File: config.mk
export PLATFORM = sky130hd
export DESIGN_NAME = hazard_detection_unit
export DESIGN_NICKNAME = d
export VERILOG_FILES = /design/src/rtl/pipeline_ctrl_pkg.sv /design/src/rtl/hazard_detection_unit_sat_counter.sv /design/src/rtl/hazard_detection_unit.sv
export SDC_FILE = /design/constraint.sdc
export NUM_CORES = 1
export LEC_CHECK = 0
export BUFFER_PORTS_ARGS = -buffer_cell sky130_fd_sc_hd__clkbuf_2
export CORE_MARGIN = 5
export CORE_UTILIZATION = 38
export DETAILED_ROUTE_END_ITERATION = 7
export PLACE_DENSITY = 0.78
export SLEW_MARGIN = 40
export SYNTH_ARGS = -nofsm -noshare
export SYNTH_HDL_FRONTEND = slang
export SYNTH_SLANG_ARGS = --single-unit
File: constraint.sdc
create_clock -name clk_i -period 3.64 [get_ports clk_i]
set_clock_uncertainty 0.1 [all_clocks]
set_input_delay 0.364 -clock clk_i [delete_from_list [all_inputs] [get_ports clk_i]]
set_output_delay 0.364 -clock clk_i [all_outputs]
set_load 0.005 [all_outputs]
File: src/rtl/pipeline_ctrl_pkg.sv
// Shared pipeline-control types: hazard FSM encoding and register-index type.
// Used by the hazard detection unit and the forwarding unit.
package pipeline_ctrl_pkg;

    typedef logic [4:0] regIdx_t;

    localparam regIdx_t ZERO_REG = 5'd0;

    typedef enum logic [1:0] {
        RUN      = 2'b00,
        MEM_WAIT = 2'b01,
        ERROR    = 2'b10
    } hazState_e;

endpackage

File: src/rtl/hazard_detection_unit_sat_counter.sv
// Saturating up-counter with synchronous active-high clear.
// Instantiated for the hazard unit performance counters.
module sat_counter #(
    parameter int W = 32
) (
    input  logic         clk_i,
    input  logic         rst_i,
    input  logic         inc,
    output logic [W-1:0] count
);

    always_ff @(posedge clk_i) begin
        if (rst_i) begin
            count <= '0;
        end else if (inc && (count != '1)) begin
            count <= count + 1'b1;
        end
    end

endmodule

File: src/rtl/hazard_detection_unit.sv
// Stall/flush controller: load-use, taken branch in MEM, data-memory waits.
// Define HAZARD_PERF_CNT_EN to build the stall/flush performance counters.
module hazard_detection_unit
    import pipeline_ctrl_pkg::*;
#(
    parameter int MEM_TIMEOUT = 16,
    parameter int CNT_W       = 32
) (
    input  logic             clk_i,
    input  logic             rst_i,
    input  regIdx_t          ID_RegisterRs,
    input  regIdx_t          ID_RegisterRt,
    input  logic             ID_UsesRt,
    input  logic             EX_MemRead,
    input  regIdx_t          EX_RegisterRt,
    input  logic             MEM_MemRead,
    input  logic             MEM_MemWrite,
    input  logic             dmem_ready,
    input  logic             MEM_BranchTaken,
    output logic             PCWrite,
    output logic             IFID_Write,
    output logic             IFID_Flush,
    output logic             IDEX_Flush,
    output logic             EXMEM_Flush,
    output logic             pipe_hold,
    output logic             mem_timeout,
    output logic [CNT_W-1:0] stall_cycles,
    output logic [CNT_W-1:0] flush_events
);

    hazState_e  state;
    hazState_e  nextState;
    logic [7:0] waitCnt;
    logic [7:0] nextWaitCnt;
    logic       timeoutHit;
    logic       loadUse;
    logic       memBusy;
    logic       evalRun;
    logic       takeBranch;
    logic       doStall;

    assign loadUse = EX_MemRead && (EX_RegisterRt != ZERO_REG) &&
                     ((EX_RegisterRt == ID_RegisterRs) ||
                      (ID_UsesRt && (EX_RegisterRt == ID_RegisterRt)));

    assign memBusy = (MEM_MemRead || MEM_MemWrite) && !dmem_ready;

    // Branch/load-use are only evaluated when nothing holds the pipeline
    assign evalRun = ((state == RUN) && !memBusy) ||
                     ((state == MEM_WAIT) && dmem_ready);

    assign takeBranch = evalRun && MEM_BranchTaken;
    assign doStall    = evalRun && !MEM_BranchTaken && loadUse;

    always_ff @(posedge clk_i) begin
        if (rst_i) begin
            state       <= RUN;
            waitCnt     <= 8'd0;
            mem_timeout <= 1'b0;
        end else begin
            state   <= nextState;
            waitCnt <= nextWaitCnt;
            if (timeoutHit) begin
                mem_timeout <= 1'b1;
            end
        end
    end

    always_comb begin
        nextState   = state;
        nextWaitCnt = waitCnt;
        timeoutHit  = 1'b0;
        unique case (state)
            RUN: begin
                if (memBusy) begin
                    nextState   = MEM_WAIT;
                    nextWaitCnt = 8'd1;
                end
            end
            MEM_WAIT: begin
                if (dmem_ready) begin
                    nextState   = RUN;
                    nextWaitCnt = 8'd0;
                end else begin
                    nextWaitCnt = waitCnt + 8'd1;
                    if (waitCnt == 8'(MEM_TIMEOUT)) begin
                        nextState  = ERROR;
                        timeoutHit = 1'b1;
                    end
                end
            end
            ERROR: begin
                nextState = ERROR;
            end
            default: begin
                nextState   = RUN;
                nextWaitCnt = 8'd0;
            end
        endcase
    end

    always_comb begin
        PCWrite     = 1'b1;
        IFID_Write  = 1'b1;
        IFID_Flush  = 1'b0;
        IDEX_Flush  = 1'b0;
        EXMEM_Flush = 1'b0;
        pipe_hold   = 1'b0;
        if (rst_i) begin
            PCWrite    = 1'b0;
            IFID_Write = 1'b0;
        end else begin
            unique case (1'b1)
                !evalRun: begin
                    PCWrite    = 1'b0;
                    IFID_Write = 1'b0;
                    pipe_hold  = 1'b1;
                end
                takeBranch: begin
                    IFID_Flush  = 1'b1;
                    IDEX_Flush  = 1'b1;
                    EXMEM_Flush = 1'b1;
                end
                doStall: begin
                    PCWrite    = 1'b0;
                    IFID_Write = 1'b0;
                    IDEX_Flush = 1'b1;
                end
                default: ;
            endcase
        end
    end

`ifdef HAZARD_PERF_CNT_EN
    sat_counter #(.W(CNT_W)) stallCnt (
        .clk_i (clk_i),
        .rst_i (rst_i),
        .inc   (!PCWrite && !rst_i),
        .count (stall_cycles)
    );

    sat_counter #(.W(CNT_W)) flushCnt (
        .clk_i (clk_i),
        .rst_i (rst_i),
        .inc   (EXMEM_Flush),
        .count (flush_events)
    );
`else
    assign stall_cycles = '0;
    assign flush_events = '0;
`endif

endmodule
==> flow_summary.ini, run 1 <==
[status]
outcome = finished, final reports clean

[setup_path]
r2r_end = state[1]
cp.arrival_ps = 1830
cp_cell_sequence = or3_4 -> a211oi_2 -> and2_1 -> o21bai_1 -> clkbuf_2
crit_family = simple AND/OR/NAND/NOR gates
slowest_stage = or3_4
path_max_fanout = 7
crit_buf_inv = 1
reg2reg_from = state[0]
critical_path_class = reg -> out
cp.required_ps = 3180
crit_path_end_kind = output pin
cp-start-kind = flop
reg2regPathDepth = 4
r2r_slack_ps = 1950
max_stage_delay_ps = 430

[timing]
relSlewSlack = 0.633
finalSetupViolations = 0
rsz0062_at_grt = no
fin_ws_ps = 1350
max_freq_mhz = 437
tightest_slew_ps = 551
period_needed_ps = 2290
slew_viol_final = 0
fin_hold_ws_ps = 250
finalCritPeriodShare = 0.629
setup_tns_ps = 0
hold_violations = 0

[clock_network]
clk_latency_ps = 270
clk_path_buf_depth = 2
cts_buffers = 3
holdBufCountCts = 0
htree_levels = 1
post_cts_resized = 0
postCtsSetupRepairBufs = 0
cts-root-buf = clkbuf_4
clk_pin_slew_worst_paths_ps = 70
clock-sinks = 11
cts_tree = yes

[yosys]
yosys_warnings = 0
synthCells = 154
netlist_area_um2 = 1230
seq_area_frac_synth = 0.179
async_flop_share = 0
syn_avg_cell_area_um2 = 7.99
yosysTopAreaCell = buf_4
yosysMostFrequentCell = buf_4
synth_cell_types = 35
dominantRegCellSynth = dfxtp_1
synth_edf_count = 0
synth_top_area_frac = 0.409
ys_ff_latch = 11
synth_area_leaders = buf_4 41%, dfxtp_1 18%, xor2_1 6.4%
netlist_top_cells_count = 67 x buf_4, 11 x dfxtp_1, 10 x a21oi_1, 9 x xor2_1, 7 x nor2_1

[floorplanning]
initial_core_util = 0.400
design.portCount = 94
rows = 20
die_w_um = 66.9
core_um2 = 3080
die-area_um2 = 4480
fp.dieH_um = 66.9

[placed_design]
place_inst = 223
hpwl_um = 1900
placedInstanceArea_um2 = 1160
port_buffers = 29
gp_congestion = 0.738
place_ws_ps = 1580

[grt]
antenna_found_initial = 0
track_usage = 0.0890
grt.overflow.total = 0
grt_pass1_vias = 754
grt_start_max_net_pins = 15
grt_pass1_wl_um = 3080

[hold_path]
min_from = rst_i
whs_path_depth = 2
min_to = mem_timeout
min_path_type = in -> reg

[power_and_ir_drop]
p_total_mw = 0.281
ir_drop_uv = 89.1
power_density_nw_per_um2 = 235
p_leak_nw = 0.577

[routing]
wl_per_cell_um = 9.64
antenna_left = 0
via_count = 897
totalWireLength_um = 2190
drt_pass1_iterations = 4
drt_iter0_drc = 10
drt-vias-per-instance = 3.95
route.detailed.drc = 0

[layout]
syn_to_final_growth_pct = -2.95
final_area_um2 = 1190
nets = 209
stdcell_count = 227
antenna_cells = 0
final_util = 0.388
layout-drive-gt1-share = 0.213
multi_input_area_um2 = 729
nFillCells = 348
regArea_um2 = 220

[flow_run]
max_cap_viol_count = 0
-- worst max path at each step --
stage | startpoint | endpoint | slack [ps] | cells after the start
2_1_floorplan | EX_RegisterRt[3] | PCWrite | 1830 | 5
3_3_place_gp | MEM_MemWrite | IDEX_Flush | 1620 | 6
3_5_place_dp | MEM_MemWrite | IDEX_Flush | 1580 | 6
4_1_cts | state[0] | IDEX_Flush | 1340 | 5
5_1_grt | state[0] | IDEX_Flush | 1260 | 5
6_report | state[0] | IDEX_Flush | 1350 | 5
-- power breakdown --
group	leakage, nW	switching (mW)	total (mW)	internal [mW]
sequential	0.0891	0.00261	0.125	0.122
combinational	0.473	0.0444	0.0707	0.0263
clock	0.0150	0.0429	0.0854	0.0425
total	0.577	0.0900	0.281	0.191
-- sequential cells by signal, summed over array words and instances, names as in the netlist --
register	cells
state	2
waitCnt	8
mem_timeout	1
-- per-layer routing --
metal / part of all wire / global-route usage
met5: 0 / 0
met4: 0.020 / 0.0608
met3: 0.13 / 0.0219
met2: 0.49 / 0.152
met1: 0.36 / 0.0953
-- cell usage in the layout, fill, tap and decap left out, types with 2 or more instances in the layout --
| master | n |
|---|---|
| conb_1 | 64 |
| clkbuf_2 | 29 |
| dfxtp_1 | 11 |
| xor2_1 | 9 |
| a21oi_1 | 9 |
| nor2_1 | 7 |
| nand2_1 | 6 |
| inv_1 | 5 |
| or4_1 | 5 |
| o31ai_1 | 4 |
| o21ai_0 | 3 |
| clkbuf_4 | 3 |
| or3_1 | 2 |
| ha_1 | 2 |
-- worst reg2reg max path: stages (launching register included) --
cell and delay, ps:
dfxtp_1 450, or4b_1 490, nor4_2 360, nand2_1 100, a21oi_1 120
-- area by class of cell --
cell class,instances,share of cell area
Tap cell,44,0.0461
Multi-Input combinational cell,134,0.610
Inverter,5,0.0157
Sequential cell,11,0.184
Clock buffer,4,0.0220
Timing Repair Buffer,29,0.121
-- logic make-up after synthesis --
logic type | count (synthesis) | share of synthesized area
xor+xnor | 10 | 0.0711
flops | 11 | 0.179
mux | 1 | 0.00813
buf+inv | 72 | 0.424
simple gates | 33 | 0.167
compound gates | 24 | 0.128
other cells | 1 | 0.00305
fa+ha+maj | 2 | 0.0203
Note: power is estimated with default switching activity, not from simulation.
==> run 2, diff against run 1 <==
--- a/config.mk
+++ b/config.mk
@@ -5,6 +5,7 @@
 export SDC_FILE = /design/constraint.sdc
 export NUM_CORES = 1
 export LEC_CHECK = 0
+export ABC_AREA = 1
 export BUFFER_PORTS_ARGS = -buffer_cell sky130_fd_sc_hd__clkbuf_2
 export CORE_MARGIN = 5
 export CORE_UTILIZATION = 38
==> constraint.sdc (replaced) <==
create_clock -name clk_i -period 2.1 [get_ports clk_i]
set_clock_uncertainty 0.1 [all_clocks]
set_input_delay 0.21 -clock clk_i [delete_from_list [all_inputs] [get_ports clk_i]]
set_output_delay 0.21 -clock clk_i [all_outputs]
set_load 0.005 [all_outputs]
==> run 2 against run 1 <==
Clock power grew 76%. Synthesized cell count rose by 45%. Via count is 24% higher. Wire length up 11%. Critical path depth increased by 2. Flip-flop and latch count did not move. Sequential share of layout area is 2.1 points lower. Total power is 91% higher. Area after synthesis rose by 12%. Global-route usage increased by 0.20 points. Largest cell class unchanged.
==> flow_summary.ini, run 2 <==
[status]
outcome = finished, final reports clean

[routing]
drt_pass1_iterations = 4
drt_iter0_drc = 55
wl_per_cell_um = 8.11
antenna_left = 0
via_count = 1112
drt-vias-per-instance = 3.71
route.detailed.drc = 0
totalWireLength_um = 2430

[yosys]
netlist_area_um2 = 1380
synthCells = 224
yosysMostFrequentCell = buf_4
synth-xor-area-share = 0.0191
yosys_warnings = 0
yosysTopAreaCell = buf_4
syn_avg_cell_area_um2 = 6.14
synth_compound_area_frac = 0.0400
dominantRegCellSynth = dfxtp_1
ys_ff_latch = 11
synth_area_leaders = buf_4 36%, dfxtp_1 16%, nand2_1 13%
synth_edf_count = 0
synth-simple-area-share = 0.307
synth_cell_types = 20
netlist_top_cells_count = 66 x buf_4, 48 x nand2_1, 30 x inv_1, 25 x nor2_1, 11 x dfxtp_1
synth_top_family_by_area = buffers and inverters
synth-adder-area-share = 0.0182
synth_mux_area_frac = 0
seq_area_frac_synth = 0.160
synth_top_area_frac = 0.360
async_flop_share = 0

[floorplanning]
rows = 21
fp.dieH_um = 70.2
design.portCount = 94
initial_core_util = 0.403
die-area_um2 = 4930
core_um2 = 3420
die_w_um = 70.2

[flow_run]
max_cap_viol_count = 0

[setup_path]
path_max_fanout = 3
crit_path_end_kind = output pin
r2r_slack_ps = 780
cp-start-kind = flop
cp.required_ps = 1790
critical_path_class = reg -> out
cp.arrival_ps = 1440

[layout]
largest_register = waitCnt
antenna_cells = 0
nets = 280
syn_to_final_growth_pct = -2.09
largest_reg_flops = 8
final_cell_mix = 64 x conb_1, 48 x nand2_1, 30 x inv_1
layout-drive-gt1-share = 0.185
reg_top3 = waitCnt x8, state x2, mem_timeout x1
mostFrequentLayoutCell = conb_1

[clock_network]
clk_path_buf_depth = 2
htree_levels = 1
clk_latency_ps = 280
clk_pin_slew_worst_paths_ps = 80
cts_tree = yes
cts-root-buf = clkbuf_4
postCtsSetupRepairBufs = 0
holdBufCountCts = 0
clock-sinks = 11
cts_buffers = 3
post_cts_resized = 0

[timing]
slew_viol_final = 0
setup_tns_ps = 0
fin_ws_ps = 349
finalCritPeriodShare = 0.834
finalSetupViolations = 0
period_needed_ps = 1750
rsz0062_at_grt = no
max_freq_mhz = 571
hold_violations = 0

[grt]
track_usage = 0.0910
grt_pass1_vias = 944
grt_start_max_net_pins = 9
grt.overflow.total = 0
grt_pass1_wl_um = 3820
antenna_found_initial = 0

[power_and_ir_drop]
p_leak_nw = 0.851
ir_drop_uv = 134
power_density_nw_per_um2 = 399

[placed_design]
gp_congestion = 0.828
hpwl_um = 2130
place_ws_ps = 683
port_buffers = 29

[hold_path]
min_path_type = in -> reg
[run 2: cell types whose count changed in the layout (fill, tap and decap cells not counted), sizes merged, moves of 3 or more]
cell	change
nand2	+48
inv	+29
nor2	+19
nand3	+11
xor2	-7
or4	-5
o31ai	-4
or3	-3
[run 2: worst max-delay path, cell delays in order (launching register included)]
cell      delay (ps)
dfxtp_1          350
inv_2             50
nand2_1           90
nor2_1            60
a21oi_1          200
nor2_1            80
a21oi_1          190
clkbuf_2         140
[run 2: worst paths after layout]
check,start,end,cells after the start
hold reg to reg,mem_timeout,mem_timeout,2
setup / recovery,state[1],PCWrite,7
hold / removal,rst_i,waitCnt[1],2
setup reg to reg,waitCnt[1],waitCnt[6],8
[run 2: layer usage]
layer | track usage | vias to the layer above | wire length, µm
met2 | 0.168 | 50 | 1230
met5 | 0 | - | 0
met3 | 0.0344 | 0 | 217
met4 | 0.00638 | 0 | 0
met1 | 0.103 | 462 | 986
li1 | - | 600 | -
[run 2: area by class of cell]
class | instances | area [µm²]
Multi-Input combinational cell | 176 | 769
Inverter | 34 | 128
Clock inverter | 1 | 5.00
Fill cell | 394 | 2070
Timing Repair Buffer | 29 | 145
Clock buffer | 3 | 22.5
Sequential cell | 11 | 220
Tap cell | 46 | 57.6
[run 2: power breakdown]
| group | internal, mW | leakage, nW | switching, mW | total (mW) |
|---|---|---|---|---|
| clock network | 0.0706 | 0.0177 | 0.0798 | 0.150 |
| logic | 0.0548 | 0.744 | 0.112 | 0.167 |
| registers | 0.215 | 0.0892 | 0.00557 | 0.220 |
| total | 0.340 | 0.851 | 0.198 | 0.538 |
[run 2: logic make-up after synthesis]
| group | after synthesis |
|---|---|
| xor+xnor | 3 |
| fa+ha+maj | 2 |
| buf+inv | 100 |
| flops | 11 |
| other cells | 1 |
| compound gates | 11 |
| simple gates | 96 |
[run 2: metrics by stage]
| stage | utilization | power (mW) | instances | hold WS (ps) | instance area [µm²] |
|---|---|---|---|---|---|
| after floorplan | - | 0.427 | 287 | 179 | 1610 |
| after global placement | 0.386 | 0.386 | 296 | 356 | 1320 |
| after detailed placement | 0.386 | 0.388 | 296 | 371 | 1320 |
| after CTS | 0.395 | 0.541 | 300 | 87.1 | 1350 |
| after global routing | 0.395 | 0.585 | 300 | 84.9 | 1350 |
| final | 0.395 | 0.538 | 300 | 93.3 | 1350 |
